===== config.mk =====
export PLATFORM = sky130hd
export DESIGN_NAME = risc16_control_unit
export DESIGN_NICKNAME = d
export VERILOG_FILES = /design/src/rtl/risc16_control_unit.sv
export SDC_FILE = /design/constraint.sdc
export NUM_CORES = 1
export LEC_CHECK = 0
export CORE_UTILIZATION = 46
export CTS_CLUSTER_SIZE = 10
export DETAILED_ROUTE_END_ITERATION = 16
export GPL_ROUTABILITY_DRIVEN = 0
export PLACE_DENSITY = 0.82
export SYNTH_ARGS = -nofsm -noshare
export SYNTH_HDL_FRONTEND = slang
export SYNTH_SLANG_ARGS = --single-unit
export TNS_END_PERCENT = 1

===== constraint.sdc =====
create_clock -name clk -period 3.9 [get_ports clk]
set_clock_uncertainty 0.2 [all_clocks]
set_input_delay 0.975 -clock clk [delete_from_list [all_inputs] [get_ports clk]]
set_output_delay 0.975 -clock clk [all_outputs]
set_load 0.01 [all_outputs]

===== src/rtl/risc16_control_unit.sv =====
// rtl/risc16_control_unit.sv - multi-cycle fetch/decode/execute control FSM and PC owner for the RISC-16 core
//
// Purpose:
//   Sequences every instruction through FETCH -> DECODE -> EXEC -> (MEM) -> WB,
//   drives register-file addresses and write controls, ALU controls and
//   data-memory requests, and owns the program counter.
//
// Build option:
//   RISC16_INSTR_COUNT_EN - when defined, instr_count counts retired
//   instructions (one per WB, wraps at 2^32). When undefined, it is tied to 0.
//
// Ports:
//   clk, rst_n              clock (rising edge), asynchronous active-low reset
//   imem_req / imem_ready   instruction fetch handshake; instr_in valid with imem_ready
//   instr_in[15:0]          fetched instruction
//   pc[15:0]                current PC (fetch address, register file pc input)
//   rA, rB, rC[2:0]         register addresses IR[12:10], IR[9:7], IR[2:0]
//   MUX_rf                  1: read port 2 addresses rA, 0: rC
//   MUX_tgt[1:0]            write source 00 mem, 01 alu, 10 pc+1
//   WE_rf                   register file write enable
//   reg_out1, reg_out2      register file read data (1-cycle read latency)
//   imm[15:0]               decoded immediate
//   alu_op[1:0], alu_src    ALU function (00 add, 01 nand, 10 pass-B), B select (1 imm)
//   dmem_re, dmem_we        data memory read / write requests
//   dmem_ready              data memory access complete
//   halted                  core halted (exit only by reset)
//   instr_count[31:0]       retired-instruction counter

module risc16_control_unit #(
   parameter logic [15:0] RESET_PC = 16'h0000
) (
   input  logic        clk,
   input  logic        rst_n,
   output logic        imem_req,
   input  logic        imem_ready,
   input  logic [15:0] instr_in,
   output logic [15:0] pc,
   output logic [2:0]  rA,
   output logic [2:0]  rB,
   output logic [2:0]  rC,
   output logic        MUX_rf,
   output logic [1:0]  MUX_tgt,
   output logic        WE_rf,
   input  logic [15:0] reg_out1,
   input  logic [15:0] reg_out2,
   output logic [15:0] imm,
   output logic [1:0]  alu_op,
   output logic        alu_src,
   output logic        dmem_re,
   output logic        dmem_we,
   input  logic        dmem_ready,
   output logic        halted,
   output logic [31:0] instr_count
);

   typedef enum logic [2:0] {
      S_FETCH  = 3'd0,
      S_DECODE = 3'd1,
      S_EXEC   = 3'd2,
      S_MEM    = 3'd3,
      S_WB     = 3'd4,
      S_HALT   = 3'd5
   } state_t;

   localparam logic [2:0] OP_ADD  = 3'b000;
   localparam logic [2:0] OP_ADDI = 3'b001;
   localparam logic [2:0] OP_NAND = 3'b010;
   localparam logic [2:0] OP_LUI  = 3'b011;
   localparam logic [2:0] OP_SW   = 3'b100;
   localparam logic [2:0] OP_LW   = 3'b101;
   localparam logic [2:0] OP_BEQ  = 3'b110;
   localparam logic [2:0] OP_JALR = 3'b111;

   localparam logic [1:0] TGT_MEM = 2'b00;
   localparam logic [1:0] TGT_ALU = 2'b01;
   localparam logic [1:0] TGT_PC1 = 2'b10;

   localparam logic [1:0] ALU_ADD  = 2'b00;
   localparam logic [1:0] ALU_NAND = 2'b01;
   localparam logic [1:0] ALU_PASS = 2'b10;

   // Every control output lives in this one register so the whole set is
   // loaded together on each state transition.
   typedef struct packed {
      logic       imem_req;
      logic       mux_rf;
      logic [1:0] mux_tgt;
      logic       we_rf;
      logic [1:0] alu_op;
      logic       alu_src;
      logic       dmem_re;
      logic       dmem_we;
      logic       halted;
   } ctl_t;

   state_t      r_state;
   logic [15:0] r_ir;
   logic [15:0] r_pc;
   logic        r_taken;
   ctl_t        r_ctl;

   logic [2:0]  w_op;
   logic        w_is_mem;
   logic        w_is_halt;
   logic [15:0] w_pc_inc;

   assign w_op      = r_ir[15:13];
   assign w_is_mem  = (w_op == OP_LW) || (w_op == OP_SW);
   assign w_is_halt = (w_op == OP_JALR) && (r_ir[6:0] != 7'd0);
   assign w_pc_inc  = r_pc + 16'd1;

   // Control outputs that are valid while the FSM sits in state s with
   // opcode op. Called with the destination state on each transition so the
   // outputs come straight from flops.
   function automatic ctl_t ctl_for(input state_t s, input logic [2:0] op);
      ctl_t c;
      c = '0;
      case (s)
         S_FETCH: c.imem_req = 1'b1;
         S_DECODE: c.mux_rf = (op == OP_SW) || (op == OP_BEQ);
         S_EXEC, S_MEM, S_WB: begin
            // Read addresses and ALU controls stay put through MEM and WB:
            // the store data and the ALU result are consumed there.
            c.mux_rf = (op == OP_SW) || (op == OP_BEQ);
            case (op)
               OP_ADD:               begin c.alu_op = ALU_ADD;  c.alu_src = 1'b0; end
               OP_NAND:              begin c.alu_op = ALU_NAND; c.alu_src = 1'b0; end
               OP_ADDI, OP_LW, OP_SW: begin c.alu_op = ALU_ADD;  c.alu_src = 1'b1; end
               OP_LUI:               begin c.alu_op = ALU_PASS; c.alu_src = 1'b1; end
               default:              begin c.alu_op = ALU_ADD;  c.alu_src = 1'b0; end
            endcase
            if (s == S_MEM) begin
               c.dmem_re = (op == OP_LW);
               c.dmem_we = (op == OP_SW);
            end
            if (s == S_WB) begin
               case (op)
                  OP_ADD, OP_ADDI, OP_NAND, OP_LUI: begin c.we_rf = 1'b1; c.mux_tgt = TGT_ALU; end
                  OP_LW:                            begin c.we_rf = 1'b1; c.mux_tgt = TGT_MEM; end
                  OP_JALR:                          begin c.we_rf = 1'b1; c.mux_tgt = TGT_PC1; end
                  default:                          begin c.we_rf = 1'b0; c.mux_tgt = TGT_MEM; end
               endcase
            end
         end
         S_HALT: c.halted = 1'b1;
         default: c = '0;
      endcase
      return c;
   endfunction

   always_ff @(posedge clk or negedge rst_n) begin
      if (!rst_n) begin
         r_state <= S_FETCH;
         r_ir    <= 16'h0000;
         r_pc    <= RESET_PC;
         r_taken <= 1'b0;
         r_ctl   <= '0;
      end else begin
         case (r_state)
            S_FETCH: begin
               // Reset leaves the FSM in FETCH with the request low; the
               // first cycle out of reset raises it.
               if (!r_ctl.imem_req) begin
                  r_ctl <= ctl_for(S_FETCH, w_op);
               end else if (imem_ready) begin
                  r_ir    <= instr_in;
                  r_state <= S_DECODE;
                  r_ctl   <= ctl_for(S_DECODE, instr_in[15:13]);
               end
            end
            S_DECODE: begin
               r_state <= S_EXEC;
               r_ctl   <= ctl_for(S_EXEC, w_op);
            end
            S_EXEC: begin
               r_taken <= (reg_out1 == reg_out2);
               if (w_is_mem) begin
                  r_state <= S_MEM;
                  r_ctl   <= ctl_for(S_MEM, w_op);
               end else if (w_is_halt) begin
                  r_state <= S_HALT;
                  r_ctl   <= ctl_for(S_HALT, w_op);
               end else begin
                  r_state <= S_WB;
                  r_ctl   <= ctl_for(S_WB, w_op);
               end
            end
            S_MEM: begin
               if (dmem_ready) begin
                  r_state <= S_WB;
                  r_ctl   <= ctl_for(S_WB, w_op);
               end
            end
            S_WB: begin
               if (w_op == OP_JALR) begin
                  r_pc <= reg_out1;
               end else if ((w_op == OP_BEQ) && r_taken) begin
                  r_pc <= w_pc_inc + imm;
               end else begin
                  r_pc <= w_pc_inc;
               end
               r_state <= S_FETCH;
               r_ctl   <= ctl_for(S_FETCH, w_op);
            end
            S_HALT: begin
               r_state <= S_HALT;
               r_ctl   <= ctl_for(S_HALT, w_op);
            end
            default: begin
               r_state <= S_FETCH;
               r_ctl   <= '0;
            end
         endcase
      end
   end

   always_comb begin
      imm = 16'h0000;
      case (w_op)
         OP_ADDI, OP_SW, OP_LW, OP_BEQ: imm = {{9{r_ir[6]}}, r_ir[6:0]};
         OP_LUI:                        imm = {r_ir[9:0], 6'b000000};
         default:                       imm = 16'h0000;
      endcase
   end

`ifdef RISC16_INSTR_COUNT_EN
   logic [31:0] r_count;

   always_ff @(posedge clk or negedge rst_n) begin
      if (!rst_n) begin
         r_count <= 32'h0000_0000;
      end else if (r_state == S_WB) begin
         r_count <= r_count + 32'd1;
      end
   end

   assign instr_count = r_count;
`else
   assign instr_count = 32'h0000_0000;
`endif

   assign pc       = r_pc;
   assign rA       = r_ir[12:10];
   assign rB       = r_ir[9:7];
   assign rC       = r_ir[2:0];
   assign imem_req = r_ctl.imem_req;
   assign MUX_rf   = r_ctl.mux_rf;
   assign MUX_tgt  = r_ctl.mux_tgt;
   assign WE_rf    = r_ctl.we_rf;
   assign alu_op   = r_ctl.alu_op;
   assign alu_src  = r_ctl.alu_src;
   assign dmem_re  = r_ctl.dmem_re;
   assign dmem_we  = r_ctl.dmem_we;
   assign halted   = r_ctl.halted;

endmodule


### Word level (Yosys, flattened, before mapping)

Index checks and enable logic that the tools add are counted.

* $add $sub $neg: 2
* equality and inequality tests: 19
* muxes and demuxes: 17
* reduce and logical (&&, ||, !) cells: 14

Operators by type and width (number)
* $pmux W11 S6: 1
* $mux W11: 3
* $mux W16: 2
* $pmux W16 S2: 1
* $eq A3 B3 Y1 const B: 8
* $mux W10: 2
* $pmux W3 S3: 2
* $add A16 B1 Y16 const B: 1
* $add A16 B16 Y16: 1
* $eq A16 B16 Y1: 1
* $pmux W3 S5: 1
* $eq A3 B2 Y1 const B: 4
* $mux W3: 4
* $reduce_or A4 Y1: 2
* $reduce_bool A7 Y1: 1
* $eq A3 B1 Y1 const B: 2
* $logic_not A3 Y1: 2
* $ne A2 B2 Y1 const B: 3
* $reduce_and A3 Y1: 2
* $logic_or A1 B1 Y1: 3
* $ne A3 B3 Y1 const B: 1
* $reduce_or A3 Y1: 1
* $logic_and A1 B1 Y1: 2
* $reduce_and A2 Y1: 1
* $mux W1: 1

* bits in registers: 47
* bits of input ports: 52
* output and inout bits: 84
* word-level logic and storage cells: 65

### Longest topological paths before layout

Gate-level depths: netlist of run 1.

* depth after elaboration: 6
* gate-level depth with buffers: 16

### Least setup slack after synthesis of run 1

OpenSTA, ideal clock, no wires.

* path kind: flip-flop to flip-flop
* from: register r_ir[14]
* to: register r_pc[15] (netlist: pc[15])
* data arrival time: 3328 ps
* slack: 303 ps
* cell stages (with the launch flop): 17
* buffers on the path: 1
* period minus slack after synthesis: 3597 ps
* path through: dfrtp_1 clkbuf_1 inv_1 nor2_1 a21oi_1 o21ai_0 ha_1 o21ai_0 a21oi_1 o21ai_0 a221oi_2 o21bai_1 o2bb2ai_1 mux2i_1 xnor2_1 or4_1 nand3_1

* cells in the longest elaborated chain, start to end: 6

Ends and longest elaborated chain
* from (decl): RTL line 97 `logic [15:0] r_ir;`
* from (signal assigned): RTL line 166 `r_ir <= instr_in;`
* $eq A3 B3 Y1 or $eq A3 B1 Y1 (tied branches): RTL line 219 `case (w_op)`
* $reduce_or A4 Y1: RTL line 219
* $pmux W16 S2 (*): RTL line 219
* via imm[6]: RTL line 46 `output logic [15:0] imm,`
* $add A16 B16 Y16 (*): RTL line 198 `r_pc <= w_pc_inc + imm;`
* $mux W16 (*): RTL line 197 `end else if ((w_op == OP_BEQ) && r_taken) begin`
* $mux W16 (*): RTL line 195 `if (w_op == OP_JALR) begin`
* to (signal assigned): RTL line 196 `r_pc <= reg_out1;`
* to (signal assigned): RTL line 198
* to (signal assigned): RTL line 200 `r_pc <= w_pc_inc;`
* to (decl): RTL line 98 `logic [15:0] r_pc;`

The timed path passes the listed nets; every way through them passes the cells marked *.
A chain may end at the register's enable or synchronous reset.

### Final worst setup path of run 1

* from: register r_pc[0] (netlist: pc[0])
* to: register r_pc[15] (netlist: pc[15])

* cells in the longest elaborated chain, start to end: 4

Ends and longest elaborated chain
* $add A16 B1 Y16 (*): RTL line 110 `assign w_pc_inc = r_pc + 16'd1;`
* $add A16 B16 Y16: RTL line 198
* $mux W16 (*): RTL line 197
* $mux W16 (*): RTL line 195

Every way passes the cells marked *; elsewhere a longest branch is shown, timed or not.

==> results of run 1 <==
-- stage by stage --
stage	hold slack (ns)	cell area, um2	total power, mW	utilization, %	setup slack (ns)
floorplan	0.282	3920	0.552	-	0.303
global route	0.334	4900	1.01	62.4	0.0123
CTS	0.300	4890	0.990	62.3	0.118
finish	0.296	4900	0.981	62.4	0.244
detailed placement	0.277	4770	0.602	60.8	0.172
global placement	0.266	4770	0.601	60.8	0.323
-- layout make-up --
| cell class | count | area share [%] |
|---|---|---|
| inverters | 9 | 0.690 |
| clock inverters | 2 | 0.716 |
| repair buffers | 113 | 22.5 |
| flip-flops and latches | 47 | 24.1 |
| clock buffers | 6 | 1.69 |
| multi-input cells | 366 | 47.7 |
| well taps | 102 | 2.61 |
-- critical path: stages (launching register included) --
cell	delay (ns)
dfrtp_1	0.46
ha_1	0.30
nand3_1	0.15
or2_2	0.31
nor2b_1	0.17
nand2_1	0.09
xnor2_1	0.26
ha_1	0.31
nor2b_1	0.17
nor4_1	0.18
o2bb2ai_1	0.16
mux2i_1	0.23
xnor2_1	0.10
or4_1	0.40
nand3_1	0.10
-- repair_timing --
action,4_1_cts,5_1_grt
setup buffers,0,0
resized for setup,0,5
setup endpoints to repair,0,3
endpoints found under the hold margin,0,0
hold buffers,0,0
-- cells by family after synthesis --
kind of cell / Yosys count / share of synthesized area, %
simple gates: 143 / 18.5
compound gates: 118 / 19.9
buf+inv: 70 / 11.0
flops: 47 / 30.9
xor+xnor: 40 / 9.21
mux: 17 / 4.93
fa+ha+maj: 16 / 5.46
other cells: 1 / 0.0986
-- state kept, by name (all words and copies together) (netlist names), 2 cells and up --
signal,flops
r_ir,16
pc,16
MUX_tgt,2
r_state,3
alu_op,2
-- Yosys cell counts, drive strengths merged, types with 8 or more instances --
cell	n	area [um2]
clkbuf	19	71.3
nor4	8	50.1
nor3	8	40.0
nand3	14	70.1
inv	9	33.8
o21ai	36	180
buf	42	313
a21oi	28	140
mux2	14	158
ha	15	188
xor2	28	245
nand2	48	180
o31ai	9	67.6
nor2	29	109
dfrtp	47	1180
xnor2	12	105
-- where the power goes --
group          leakage (nW)  switching, mW  internal (mW)  total [mW]
Sequential            0.549       0.000669          0.487       0.488
Combinational          1.56         0.0481         0.0554       0.103
Clock                0.0612          0.182          0.208       0.390
Total                  2.17          0.231          0.751       0.981
-- worst max path at each step --
stage	endpoint	from	cells after the start	slack (ns)
after global placement	pc[15]	r_ir[14]	14	0.32
after CTS	pc[14]	r_ir[14]	15	0.12
after detailed placement	pc[14]	r_ir[14]	15	0.17
after floorplan	pc[15]	r_ir[14]	16	0.30
after global routing	pc[14]	r_ir[14]	15	0.01
final	pc[15]	pc[0]	14	0.24
-- metal layers --
metal / routed length (um) / GRT usage (%) / share of wire (%)
met5: 0 / 0 / 0
met2: 5060 / 41.2 / 48
met1: 4390 / 31.2 / 42
met4: 186 / 6.79 / 1.8
met3: 860 / 5.67 / 8.2
==> results_dict.tcl, run 1 <==
set metrics [dict create \
    max_freq_mhz 274 \
    hp-start "alu_op[1]" \
    grt_pass1_vias 3400 \
    core_mm2 0.00785 \
    status "finished, final reports clean" \
    synthesis.area_mm2 0.00380 \
    yosys_warnings 0 \
    rsz0062_at_grt "false" \
    area_growth_pct 28.7 \
    most-common-layout-cells "clkdlybuf4s50_1 (102), nand2_1 (48), dfrtp_1 (45)" \
    start_kind "flip-flop" \
    yosys_most_used_dff "dfrtp_1" \
    worst_pin_slew_ns 1.07 \
    grt_max_degree 48 \
    fill_cells 664 \
    vdd_ir_drop_max_uv 162 \
    async_flop_share_pct 100 \
    maxSlewViolCount 0 \
    cts_root_buf "clkbuf_8" \
    wl_per_cell_um 16.3 \
    p_leak_nw 2.17 \
    hold_viol_final 0 \
    path_clk_slew_ns 0.10 \
    finalSetupTns_ns 0 \
    drt.antenna.violating_nets 0 \
    stdcell_count 645 \
    r2r-end "pc[15]" \
    htreeDepth 2 \
    cts_tree "done" \
    drt_wl_total_um 10500 \
    synth_seq_cells 47 \
    grt_use_total_pct 24.5 \
    drt_iter0_markers 260 \
    multi_input_area_mm2 0.00234 \
    clockBufferDepth 2 \
    hold_path_class "reg2reg" \
    fp.dieW_um 92.9 \
    synth_edf_count 0 \
    die-area_mm2 0.00864 \
    grt_first_pass_wirelength_um 16700 \
    setup_viol 0 \
    io_buffers 103 \
    boundaryPins 136 \
    hold_path_depth 2 \
    final_common_cell "clkdlybuf4s50_1" \
    cts_sinks 47 \
    drv_cap 0 \
    rr_worst_depth 14 \
    synth.distinct_cells 57 \
    via_count 3640 \
    rrSetupSlack_ns 0.24 \
    avgSynthCellArea_um2 8.42 \
    worstReg2RegStart "pc[0]" \
    seq_area_mm2 0.00118 \
    worst_skew_pair.late_latency_ns 0.32 \
    critPathCaptureType "flip-flop" \
    antenna_found_initial 0 \
    cts_buffers 5 \
    crit_arrival_ns 3.71 \
    nets 610 \
    firstDrtPassIters 4 \
    dpl.cell_count 637 \
    ys_seq_area_share_pct 30.9 \
    overflow 0 \
    start_util_pct 48.5 \
    die_h_um 92.9 \
    critPathMaxFanout 7 \
    critPathKind "reg2reg" \
    antenna_cells 0 \
    critPathRequiredTime_ns 3.96 \
    fin_crit_sh_pct 93.7 \
    via_per_inst 5.64 \
    final.min_clock_period_ns 3.66 \
    rows 32 \
    powerDensity_mw_per_mm2 200 \
    drive_above_1_share_pct 7.92 \
    syn_inst 452 \
    drcViolationCount 0 \
    dp_hpwl_um 8140 \
    slew-limit-headroom_pct 28.6 \
    min_to "alu_op[1]" \
]
Note: power is estimated with default switching activity, not from simulation.
==> run 2, diff against run 1 <==
- CELL_PAD_IN_SITES_DETAIL_PLACEMENT: unset -> 1
- CELL_PAD_IN_SITES_GLOBAL_PLACEMENT: unset -> 2
- CORE_UTILIZATION: 46 -> 26
- CTS_CLUSTER_SIZE: 10 -> 14
- PLACE_DENSITY: 0.82 -> unset
- PLACE_DENSITY_LB_ADDON: unset -> 0.1
==> run 2 against run 1 <==
Hold slack improved by 0.0011 ns. Global-route usage decreased by 7.0 points. Critical path depth down 1. First-iteration DRC count fell by 70%. Sequential share of layout area down 0.98 points. Via count decreased by 3.0%. Largest cell class unchanged.
==> results_dict.tcl, run 2 (same netlist as run 1, synthesis figures left out) <==
set metrics [dict create \
    timing.final.ws_setup_ns 0.279 \
    die-area_mm2 0.0151 \
    ctsResizeCount 0 \
    dp_hpwl_um 10100 \
    rows 43 \
    dr_wl_met3_um 544 \
    final.min_clock_period_ns 3.62 \
    cts_hold_buf 0 \
    cts_root_buf "clkbuf_16" \
    overflow 0 \
    drive_above_1_share_pct 9.62 \
    area_growth_pct 34.0 \
    path_clk_slew_ns 0.07 \
    most-common-layout-cells "clkdlybuf4s50_1 (102), nand2_1 (48), dfrtp_1 (46)" \
    max_freq_mhz 276 \
    rsz0062_at_grt "false" \
    p_comb_share_pct 10.2 \
    hold_path_class "reg2reg" \
    htreeDepth 2 \
    grt_pass1_vias 3611 \
    via_count 3532 \
    critPathKind "reg2reg" \
    core_mm2 0.0141 \
    status "finished, final reports clean" \
    boundaryPins 136 \
    worst_pin_slew_ns 0.850 \
    antenna_found_initial 0 \
    drt_wl_total_um 12800 \
    cts_tree "done" \
    critPathRequiredTime_ns 3.94 \
    top_layer_used "met4" \
    start_kind "flip-flop" \
    place_ws_ns 0.160 \
    finalSetupTns_ns 0 \
    p_seq_share_pct 46.5 \
    final_common_cell "clkdlybuf4s50_1" \
    critPathCaptureType "flip-flop" \
    drcViolationCount 0 \
    setup_viol 0 \
    crit_arrival_ns 3.66 \
    grt_use_total_pct 17.5 \
    cts_sinks 47 \
    via_per_inst 4.83 \
    slew-limit-headroom_pct 43.3 \
    grt_first_pass_wirelength_um 19900 \
    drt_iter0_markers 77 \
    wl_met2_um 5880 \
    nets 618 \
    cp_slowest_cell "dfrtp_1" \
    fin_crit_sh_pct 92.8 \
    p_switching_mw 0.265 \
    p_clk_share_pct 43.4 \
    max_stage_delay_ns 0.51 \
    antenna_cells 0 \
    drt.antenna.violating_nets 0 \
    start_util_pct 27.0 \
    p_leak_nw 2.22 \
    postCtsSetupBuffers 0 \
    maxSlewViolCount 0 \
    worst_skew_pair.late_latency_ns 0.30 \
    vdd_ir_drop_max_uv 131 \
    critPathMaxFanout 8 \
    cts_buffers 5 \
    fin_util_pct 36.2 \
    die_h_um 123 \
    powerDensity_mw_per_mm2 206 \
    wl_per_cell_um 17.6 \
    crit_chain "nand4_4, nor2_1, and3_1, xor2_1, ha_1, a21oi_1, nor2b_1, nor4_1, o2bb2ai_1, mux2i_1, xnor2_1, or4_1, nand3_1" \
    clockBufferDepth 2 \
    crit_buf_inv 0 \
    wl_met1_um 6240 \
    firstDrtPassIters 4 \
    p_int_mw 0.785 \
    switching_share_pct 25.3 \
    drv_cap 0 \
    hold_viol_final 0 \
    fp.dieW_um 123 \
    io_buffers 103 \
    crit_family "simple AND/OR/NAND/NOR gates" \
    grt_max_degree 37 \
]
## run 2: cell types whose count changed in the layout (fill, tap and decap cells not counted), sizes merged
cell and delta:
bufinv -1, clkinv +1, buf +8
## run 2: power groups by stage
stage | Sequential (mW) | Combinational [mW] | Clock (mW)
after global placement | 0.498 | 0.108 | 0
after global routing | 0.488 | 0.118 | 0.489
after floorplan | 0.498 | 0.0538 | 0
after CTS | 0.488 | 0.109 | 0.469
after detailed placement | 0.498 | 0.109 | 0
final | 0.488 | 0.107 | 0.455
## run 2: metrics by stage
step           area (um2)  instances  total power [mW]  hold WS, ns
6_report             5100        731              1.05        0.297
5_1_grt              5100        731              1.09        0.329
4_1_cts              5080        731              1.07        0.308
3_5_place_dp         4930        723             0.606        0.278
3_3_place_gp         4930        723             0.606        0.283
2_1_floorplan        3920        483             0.552        0.282
## run 2: worst paths after layout
kind	cells past startpoint	endpoint	start	slack [ns]
worst max-delay path	13	pc[15]	pc[3]	0.28
worst min-delay path	2	alu_op[0]	alu_op[0]	0.30
worst max register to register	13	pc[15]	pc[3]	0.28
worst min register to register	2	alu_op[0]	alu_op[0]	0.30
max in group asynchronous	2	pc[2]	rst_n	2.22
min in group asynchronous	1	pc[13]	rst_n	0.56
## run 2: cell type report
| class | instances | area, um2 |
|---|---|---|
| multi-input combinational | 366 | 2350 |
| tap | 180 | 225 |
| inverter | 9 | 33.8 |
| sequential | 47 | 1180 |
| clock buffer | 6 | 129 |
| timing repair buffer | 121 | 1160 |
| fill | 1642 | 9000 |
| clock inverter | 2 | 17.5 |
## run 2: tightest hold or removal path, delay by kind of cell, from the launching register on
family	cells	cell delay, ns
and+or+nand+nor	1	0.05
AOI/OAI and AO/OA	1	0.06
DFF	1	0.35
## run 2: metal layers
| metal | global-route usage (%) | vias up |
|---|---|---|
| met2 | 28.1 | 91 |
| li1 | - | 1741 |
| met1 | 24.2 | 1689 |
| met4 | 4.29 | 0 |
| met3 | 3.04 | 11 |
| met5 | 0 | - |
